`src/rtl/reload_seq_pkg.sv`:
```
// Shared types for the reload sequencer: FSM states and the queued command format.
package reload_seq_pkg;

    localparam int COUNT_W = 4;
    localparam logic [COUNT_W-1:0] MAX_COUNT = '1;

    typedef enum logic [1:0] {
        S_IDLE  = 2'd0,
        S_FIRE  = 2'd1,
        S_ARMED = 2'd2
    } state_t;

    typedef struct packed {
        logic               imm;
        logic [COUNT_W-1:0] val;
    } reload_cmd_t;

endpackage

```
`src/rtl/sync_fifo.sv`:
```
// Small synchronous FIFO with flush; head_o peeks the oldest entry,
// rdata_o is the registered copy of the entry taken by the last pop.
module sync_fifo #(
    parameter int WIDTH = 5,
    parameter int DEPTH = 4
) (
    input  logic                     clk,
    input  logic                     reset,
    input  logic                     push_i,
    input  logic [WIDTH-1:0]         wdata_i,
    input  logic                     pop_i,
    input  logic                     flush_i,
    output logic                     full_o,
    output logic                     empty_o,
    output logic [$clog2(DEPTH):0]   count_o,
    output logic [WIDTH-1:0]         head_o,
    output logic [WIDTH-1:0]         rdata_o
);
    localparam int AW = $clog2(DEPTH);
    localparam int CW = AW + 1;

    logic [WIDTH-1:0] mem_q [DEPTH];
    logic [AW-1:0]    wr_ptr_q;
    logic [AW-1:0]    rd_ptr_q;
    logic [CW-1:0]    count_q;
    logic [CW-1:0]    count_d;
    logic [WIDTH-1:0] rdata_q;
    logic             push_s;
    logic             pop_s;

    assign full_o  = (count_q == CW'(DEPTH));
    assign empty_o = (count_q == {CW{1'b0}});
    assign push_s  = push_i && !full_o;
    assign pop_s   = pop_i && !empty_o;
    assign count_o = count_q;
    assign head_o  = mem_q[rd_ptr_q];
    assign rdata_o = rdata_q;

    // occupancy next-state
    always_comb begin
        count_d = count_q;
        case ({push_s, pop_s})
            2'b10:   count_d = count_q + CW'(1);
            2'b01:   count_d = count_q - CW'(1);
            default: count_d = count_q;
        endcase
    end

    // pointers, occupancy and read register
    always_ff @(posedge clk) begin
        if (reset) begin
            wr_ptr_q <= {AW{1'b0}};
            rd_ptr_q <= {AW{1'b0}};
            count_q  <= {CW{1'b0}};
            rdata_q  <= {WIDTH{1'b0}};
        end else if (flush_i) begin
            wr_ptr_q <= {AW{1'b0}};
            rd_ptr_q <= {AW{1'b0}};
            count_q  <= {CW{1'b0}};
        end else begin
            count_q <= count_d;
            if (push_s) begin
                wr_ptr_q <= wr_ptr_q + AW'(1);
            end
            if (pop_s) begin
                rd_ptr_q <= rd_ptr_q + AW'(1);
                rdata_q  <= mem_q[rd_ptr_q];
            end
        end
    end

    // storage array; contents are only meaningful while counted as occupied
    always_ff @(posedge clk) begin
        if (push_s && !flush_i && !reset) begin
            mem_q[wr_ptr_q] <= wdata_i;
        end
    end

endmodule

```
`src/rtl/reload_sequencer.sv`:
```
// Queues reload commands and issues each as a one-cycle load pulse to the
// counter, either immediately or on the counter's next wrap cycle.
module reload_sequencer #(
    parameter int DEPTH   = 4,
    parameter int COUNT_W = 4
) (
    input  logic                     clk,
    input  logic                     reset,
    input  logic                     cmd_valid_i,
    output logic                     cmd_ready_o,
    input  logic [COUNT_W-1:0]       cmd_val_i,
    input  logic                     cmd_imm_i,
    input  logic                     flush_i,
    input  logic [COUNT_W-1:0]       count_i,
    output logic                     load_o,
    output logic [COUNT_W-1:0]       load_val_o,
    output logic [$clog2(DEPTH)+1:0] pending_o
);
    import reload_seq_pkg::*;

    localparam int PW = $clog2(DEPTH) + 2;
    localparam int CW = $clog2(DEPTH) + 1;
    localparam logic [COUNT_W-1:0] CNT_MAX = '1;

    state_t           state_q;
    state_t           state_d;
    logic             load_s;
    logic             push_s;
    logic             pop_s;
    logic             full_s;
    logic             empty_s;
    logic [CW-1:0]    fifo_count_s;
    logic [COUNT_W:0] head_s;
    logic [COUNT_W:0] rdata_s;
    logic             unused_s;

    assign cmd_ready_o = !full_s && !reset && !flush_i;
    assign push_s      = cmd_valid_i && cmd_ready_o;
    // S_IDLE sits between every pair of commands, capping issue rate at one per two cycles
    assign pop_s       = (state_q == S_IDLE) && !empty_s && !flush_i;

    sync_fifo #(
        .WIDTH (COUNT_W + 1),
        .DEPTH (DEPTH)
    ) u_fifo (
        .clk     (clk),
        .reset   (reset),
        .push_i  (push_s),
        .wdata_i ({cmd_imm_i, cmd_val_i}),
        .pop_i   (pop_s),
        .flush_i (flush_i),
        .full_o  (full_s),
        .empty_o (empty_s),
        .count_o (fifo_count_s),
        .head_o  (head_s),
        .rdata_o (rdata_s)
    );

    // next-state and load pulse; flush wins over every state
    always_comb begin
        state_d = state_q;
        load_s  = 1'b0;
        if (flush_i) begin
            state_d = S_IDLE;
            load_s  = 1'b0;
        end else begin
            case (state_q)
                S_IDLE: begin
                    if (pop_s) begin
                        state_d = head_s[COUNT_W] ? S_FIRE : S_ARMED;
                    end else begin
                        state_d = S_IDLE;
                    end
                end
                S_FIRE: begin
                    load_s  = 1'b1;
                    state_d = S_IDLE;
                end
                S_ARMED: begin
                    if (count_i == CNT_MAX) begin
                        load_s  = 1'b1;
                        state_d = S_IDLE;
                    end else begin
                        state_d = S_ARMED;
                    end
                end
                default: begin
                    state_d = S_IDLE;
                end
            endcase
        end
    end

    // state register
    always_ff @(posedge clk) begin
        if (reset) begin
            state_q <= S_IDLE;
        end else begin
            state_q <= state_d;
        end
    end

    assign load_o     = load_s && !reset;
    assign load_val_o = rdata_s[COUNT_W-1:0];
    assign pending_o  = PW'(fifo_count_s) + PW'(state_q != S_IDLE);
    assign unused_s   = ^{head_s[COUNT_W-1:0], rdata_s[COUNT_W]};

endmodule

```
`config.mk`:
```
export PLATFORM = sky130hd
export DESIGN_NAME = reload_sequencer
export DESIGN_NICKNAME = d
export VERILOG_FILES = /design/src/rtl/reload_seq_pkg.sv /design/src/rtl/sync_fifo.sv /design/src/rtl/reload_sequencer.sv
export SDC_FILE = /design/constraint.sdc
export NUM_CORES = 1
export LEC_CHECK = 0
export CAP_MARGIN = 20
export CORE_UTILIZATION = 52
export CTS_CLUSTER_SIZE = 16
export DETAILED_ROUTE_END_ITERATION = 6
export HOLD_SLACK_MARGIN = 0.02
export PLACE_DENSITY = 0.77
export SETUP_SLACK_MARGIN = 0.15
export SYNTH_ARGS = -nofsm -noshare
export SYNTH_HDL_FRONTEND = slang
export SYNTH_SLANG_ARGS = --single-unit
export TNS_END_PERCENT = 10
```
`constraint.sdc`:
```
create_clock -name clk -period 2.55 [get_ports clk]
set_input_delay 0.51 -clock clk [delete_from_list [all_inputs] [get_ports clk]]
set_output_delay 0.51 -clock clk [all_outputs]
set_load 0.01 [all_outputs]
```
Yosys cells after proc, flatten, opt, wreduce, memory -nomap -nowiden --
Memory sizes are Yosys's and may differ from the RTL's. A register that Yosys moved wholly into a read port is not among the register bits. Cells that the tools add are included. Widths: inputs -> output; s select.
Word-level totals: memory bits (read-only) 0, bits of input ports 13, bits in registers 13, RAM bits 20, output and inout port bits 10, bits in latches 0, word-level logic and storage cells 50, memories kept 1
Memory list:
- u_fifo.mem_q | words 4, width 5, rd ports 1, clocked after memory_dff 1, wr ports 1, RTL line sync_fifo.sv:22 | logic [WIDTH-1:0] mem_q [DEPTH];
Cells by class: reduce and logical (&&, ||, !) cells 20, magnitude comparators 0, shift operators 0, $add $sub $neg 5, divide/modulo/power cells 0, equality and inequality tests 6, bitwise operators 1, multipliers 0, muxes and demuxes 12
Operators by type and width (number):
- $logic_and 1x1->1 | 10
- $mux 2 | 5
- $pmux 3 s2 | 1
- $add 2x1->2 const B | 2
- $add 3x1->4 | 1
- $eq 2x1->1 const B | 2
- $eq 2x2->1 const B | 2
- $eq 4x4->1 const B | 1
- $logic_not 1->1 | 4
- $mux 1 | 4
- $pmux 2 s2 | 1
- $reduce_bool 2->1 | 2
- $add 3x1->3 const B | 1
- $eq 3x3->1 const B | 1
- $logic_not 3->1 | 1
- $sub 3x1->3 const B | 1
- $logic_not 2->1 | 1
- $pmux 1 s2 | 1
- $reduce_and 2->1 | 1
- $reduce_or 2->1 | 1
- $not 1->1 | 1

Logic depth before layout (Yosys ltp) --
depth in word-level cells 10, mapped depth 10, depth with buffers taken out 10

By module --
A second synthesis with hierarchy kept.
Second synthesis, totals: cell total of the unflattened synthesis 127, area total of the unflattened synthesis 1627.8 um2
Modules (own cells, without submodules):
- sync_fifo | area each 1415.1 um2, sequential area each 880.8 um2, times used 1, cells each 104
- reload_sequencer | area each 212.7 um2, sequential area each 40.0 um2, times used 1, cells each 23

Worst setup path after synthesis --
OpenSTA, ideal clock, no wires.
path type register -> register, start point register u_fifo.count_q[2] (netlist: u_fifo.count_o[2]), end point register u_fifo.count_q[2] (netlist: u_fifo.count_o[2]), path buffers 1, arrival 2.276 ns, path slack 0.204 ns, stages on the path, launching flop included 11, cells stage by stage dfxtp_1 -> or3b_1 -> and3_1 -> clkbuf_1 -> inv_1 -> ha_1 -> inv_1 -> fa_1 -> xor2_1 -> or3_1 -> a21oi_1
Between the ends: longest elaborated chain between the ends 8, elaborated cells between the ends (all ways) 17
Ends and longest elaborated chain:
- start: declaration | RTL line sync_fifo.sv:25 | logic [CW-1:0] count_q;
- start signal: assignment | RTL line sync_fifo.sv:54 | count_q <= {CW{1'b0}};
- start signal: assignment | RTL line sync_fifo.sv:59 | count_q <= {CW{1'b0}};
- start signal: assignment | RTL line sync_fifo.sv:61 | count_q <= count_d;
- $eq 3x3->1 | RTL line sync_fifo.sv:31 | assign full_o = (count_q == CW'(DEPTH));
- $logic_not 1->1 | RTL line sync_fifo.sv:33, reload_sequencer.sv:37
- $logic_and 1x1->1 (2 in a row) | RTL line reload_sequencer.sv:37 | assign cmd_ready_o = !full_s && !reset && !flush_i;
- $logic_and 1x1->1 | RTL line reload_sequencer.sv:38 | assign push_s = cmd_valid_i && cmd_ready_o;
- $logic_and 1x1->1 | RTL line sync_fifo.sv:33 | assign push_s = push_i && !full_o;
- $eq 2x1->1 or $eq 2x2->1 (tied branches) | RTL line sync_fifo.sv:42 | case ({push_s, pop_s})
- $pmux 3 s2 or $reduce_bool 2->1 (tied branches)
Parallel ways exist; a longest one is shown, timed or not. A chain may end at the register's enable or synchronous reset.

Worst setup path after layout --
start point input port flush_i, end point output port load_o
Between the ends: longest elaborated chain between the ends 2
Ends and longest elaborated chain:
- start: declaration | RTL line reload_sequencer.sv:13 | input logic flush_i,
- $mux 1 | RTL line reload_sequencer.sv:63 | if (flush_i) begin
- $logic_and 1x1->1 | RTL line reload_sequencer.sv:103 | assign load_o = load_s && !reset;
- end: declaration | RTL line reload_sequencer.sv:15 | output logic load_o,
Every way passes these cells.

==> out/metrics.cfg <==
[run_status]
status = finished clean

[grt]
grt_usage = 0.175
overflow = 0
first_global_vias = 946
grt_pass1_wl_um = 4040
antenna_found_initial = 0
grt_start_max_net_pins = 13

[critical_path]
critical-path-top-delay-family = buffers and inverters
crit_start = flush_i
reg2reg_slack_ns = 0.20
worst-setup-path-type = input port to output pin
cp-end-kind = output pin
cp_slowest_stage_delay_ns = 0.54
worstPathArrival_ns = 1.93
timing.rr.start = u_fifo.count_o[2]
rr_endpoint = u_fifo.count_o[2]
cp-start-kind = input port
worstPathMaxFanout = 4
crit_path_frequent_cell = clkdlybuf4s50_1
r2r_cells = 9
slowest_stage = clkdlybuf4s50_1
worst-path-buf-inv = 3
worstPathRequired_ns = 2.04
path_cells = clkdlybuf4s50_1 > nor2_2 > buf_4 > nand2_1 > nor2_1 > clkdlybuf4s50_1

[yosys]
synth_seq_area_share = 0.583
synth.avg_cell_area_um2 = 13.0
synth_cell_type_count = 27
syn_nets = 143
yosys_warnings = 0
synthesis.instances = 119
synth_seq_cells = 35
synth_area_mm2 = 0.00154

[clock_network]
clock-root-buffer = clkbuf_4
cts-buffers-inserted = 5
cts.sinks = 35
clk_latency_ns = 0.34
cts-htree-levels = 2
clk_pin_slew_ns = 0.11
max-clock-path-buffers = 2
cts_tree = built
cts_hold_buf = 0
post_cts_resized = 1
cts_setup_buffers = 0

[placed_design]
dp_cells = 176
numPortBuffers = 22
gp_congestion = 0.854
hpwl_um = 1870

[cells_and_area]
nets = 176
diodes = 0
stdcell_count = 184
drive_gt1_frac = 0.131
area_growth_pct = 24.6
mostFrequentLayoutCells = clkdlybuf4s50_1 (20), edfxtp_1 (20), dfxtp_1 (15)

[routing]
drc_errors = 0
viasPerCell = 5.29
firstDrtPassIters = 4
drt-initial-drc-count = 25
post_drt_wl_per_cell_um = 13.5
vias = 973
drt-total-wl_um = 2480
postRouteAntennaNets = 0

[hold_path]
hold_depth = 2
whs_endpoint = u_fifo.rdata_o[2]
hold_path_startpoint = u_fifo.rdata_o[2]
hold_class = register to register

[floorplan]
initial_utilization = 0.555
die_w_um = 56.5
die-area_mm2 = 0.00319
die_h_um = 56.5
rows = 19
pin_count = 23
core_area_mm2 = 0.00278

[sta]
period_share = 0.957
hold_violations = 0
max_freq_mhz = 410
rsz0062_at_grt = yes
relSlewSlack = 0.799
clock_skew_ns = 0.0101
worst_pin_slew_ns = 0.301
slew_violations = 0
setup_viol = 0
period_minus_slack_ns = 2.44

[power_and_ir_drop]
p_sw_frac = 0.209
power_frac_clock = 0.369
powerDensity_mw_per_mm2 = 557
seq_power_share = 0.566
power.switching_mw = 0.224
ir_worst_vdd_v = 0.000491
total_power_mw = 1.07
leakagePower_nw = 0.723
combPwrFrac = 0.064
intPower_mw = 0.848

[job]
drv_cap = 0

## worst max-delay path by stage
| stage | to | slack (ns) | cells past startpoint |
|---|---|---|---|
| after floorplan | u_fifo.count_o[2] | 0.20 | 10 |
| after global placement | u_fifo.count_o[2] | 0.05 | 10 |
| after detailed placement | u_fifo.count_o[2] | -0.02 | 10 |
| after CTS | pending_o[1] | 0.02 | 6 |
| after global routing | load_o | 0.005 | 6 |
| final | load_o | 0.11 | 6 |
## Yosys cell counts
cell      instances  area [µm²]
o31ai_1           1        7.51
nand3_1           4        20.0
ha_1             10         125
nand2_1           4        15.0
and2_1            5        31.3
or3b_1            1        8.76
a21oi_1           8        40.0
or2_2             1        6.26
mux4_2            1        22.5
nor2_1            8        30.0
mux2i_1           2        20.0
xnor2_1           1        8.76
mux4_1            4         105
buf_6             1        11.3
o31a_1            1        8.76
inv_1            12        45.0
or4_1             1        7.51
clkbuf_1          2        7.51
fa_1              1        20.0
xor2_1            3        26.3
and4_1            1        8.76
and3_1            2        12.5
or3_1             2        12.5
dfxtp_1          15         300
and3_2            1        7.51
o21ai_0           7        35.0
edfxtp_1         20         601
## flip-flops by register name, indices dropped and copies added (netlist names), named ones only
signal and flops:
state_q 2, u_fifo.count_o 3, u_fifo.mem_q 20, u_fifo.rd_ptr_q 2
u_fifo.rdata_o 4, u_fifo.wr_ptr_q 2
## layer usage
layer	global-route usage	part of all wire
met1	0.204	0.42
met2	0.294	0.51
met3	0.0438	0.046
met4	0.0941	0.021
met5	0	0
## metrics by stage
step	setup slack, ns	cell area [µm²]	util	hold WS, ns	setup TNS (ns)
final	0.110	1920	0.692	0.476	0
after global routing	0.00531	1920	0.692	0.503	0
after CTS	0.0242	1920	0.689	0.479	0
after detailed placement	-0.0225	1840	0.660	0.463	-0.0225
after global placement	0.0525	1840	0.660	0.459	0
after floorplan	0.204	1540	-	0.460	0
## logic make-up (layout without fill, tap and decap cells)
family,count (synthesis),after routing,synth area share
muxes,7,7,0.0956
buffers and inverters,15,49,0.0413
xor gates and xnor gates,4,4,0.0227
DFF,35,35,0.583
adders and majority gates,11,11,0.0940
AOI/OAI and AO/OA,17,17,0.0592
and+or+nand+nor,30,30,0.104
## layout make-up
class                           instances  area, µm²
Sequential cell                        35        901
Fill cell                             209        857
Multi-Input combinational cell         69        584
Timing Repair Buffer                   29        274
Inverter                               12       45.0
Clock inverter                          3       43.8
Tap cell                               31       38.8
Clock buffer                            5       37.5
## power by group through the flow
stage	sequential, mW	clock, mW	combinational, mW
floorplan	0.619	0	0.0281
global placement	0.620	0	0.0663
detailed placement	0.620	0	0.0686
CTS	0.607	0.408	0.0691
global route	0.608	0.434	0.0756
finish	0.607	0.396	0.0688
## worst register-to-register path: cells and delay by family (launching register included)
kind / cells / cell delay [ns]
compound gates: 1 / 0.14
xor+xnor: 1 / 0.16
fa+ha+maj: 2 / 0.53
buf+inv: 2 / 0.11
flops: 1 / 0.46
simple gates: 3 / 0.90
No activity file was read; power rests on OpenSTA's default activity.
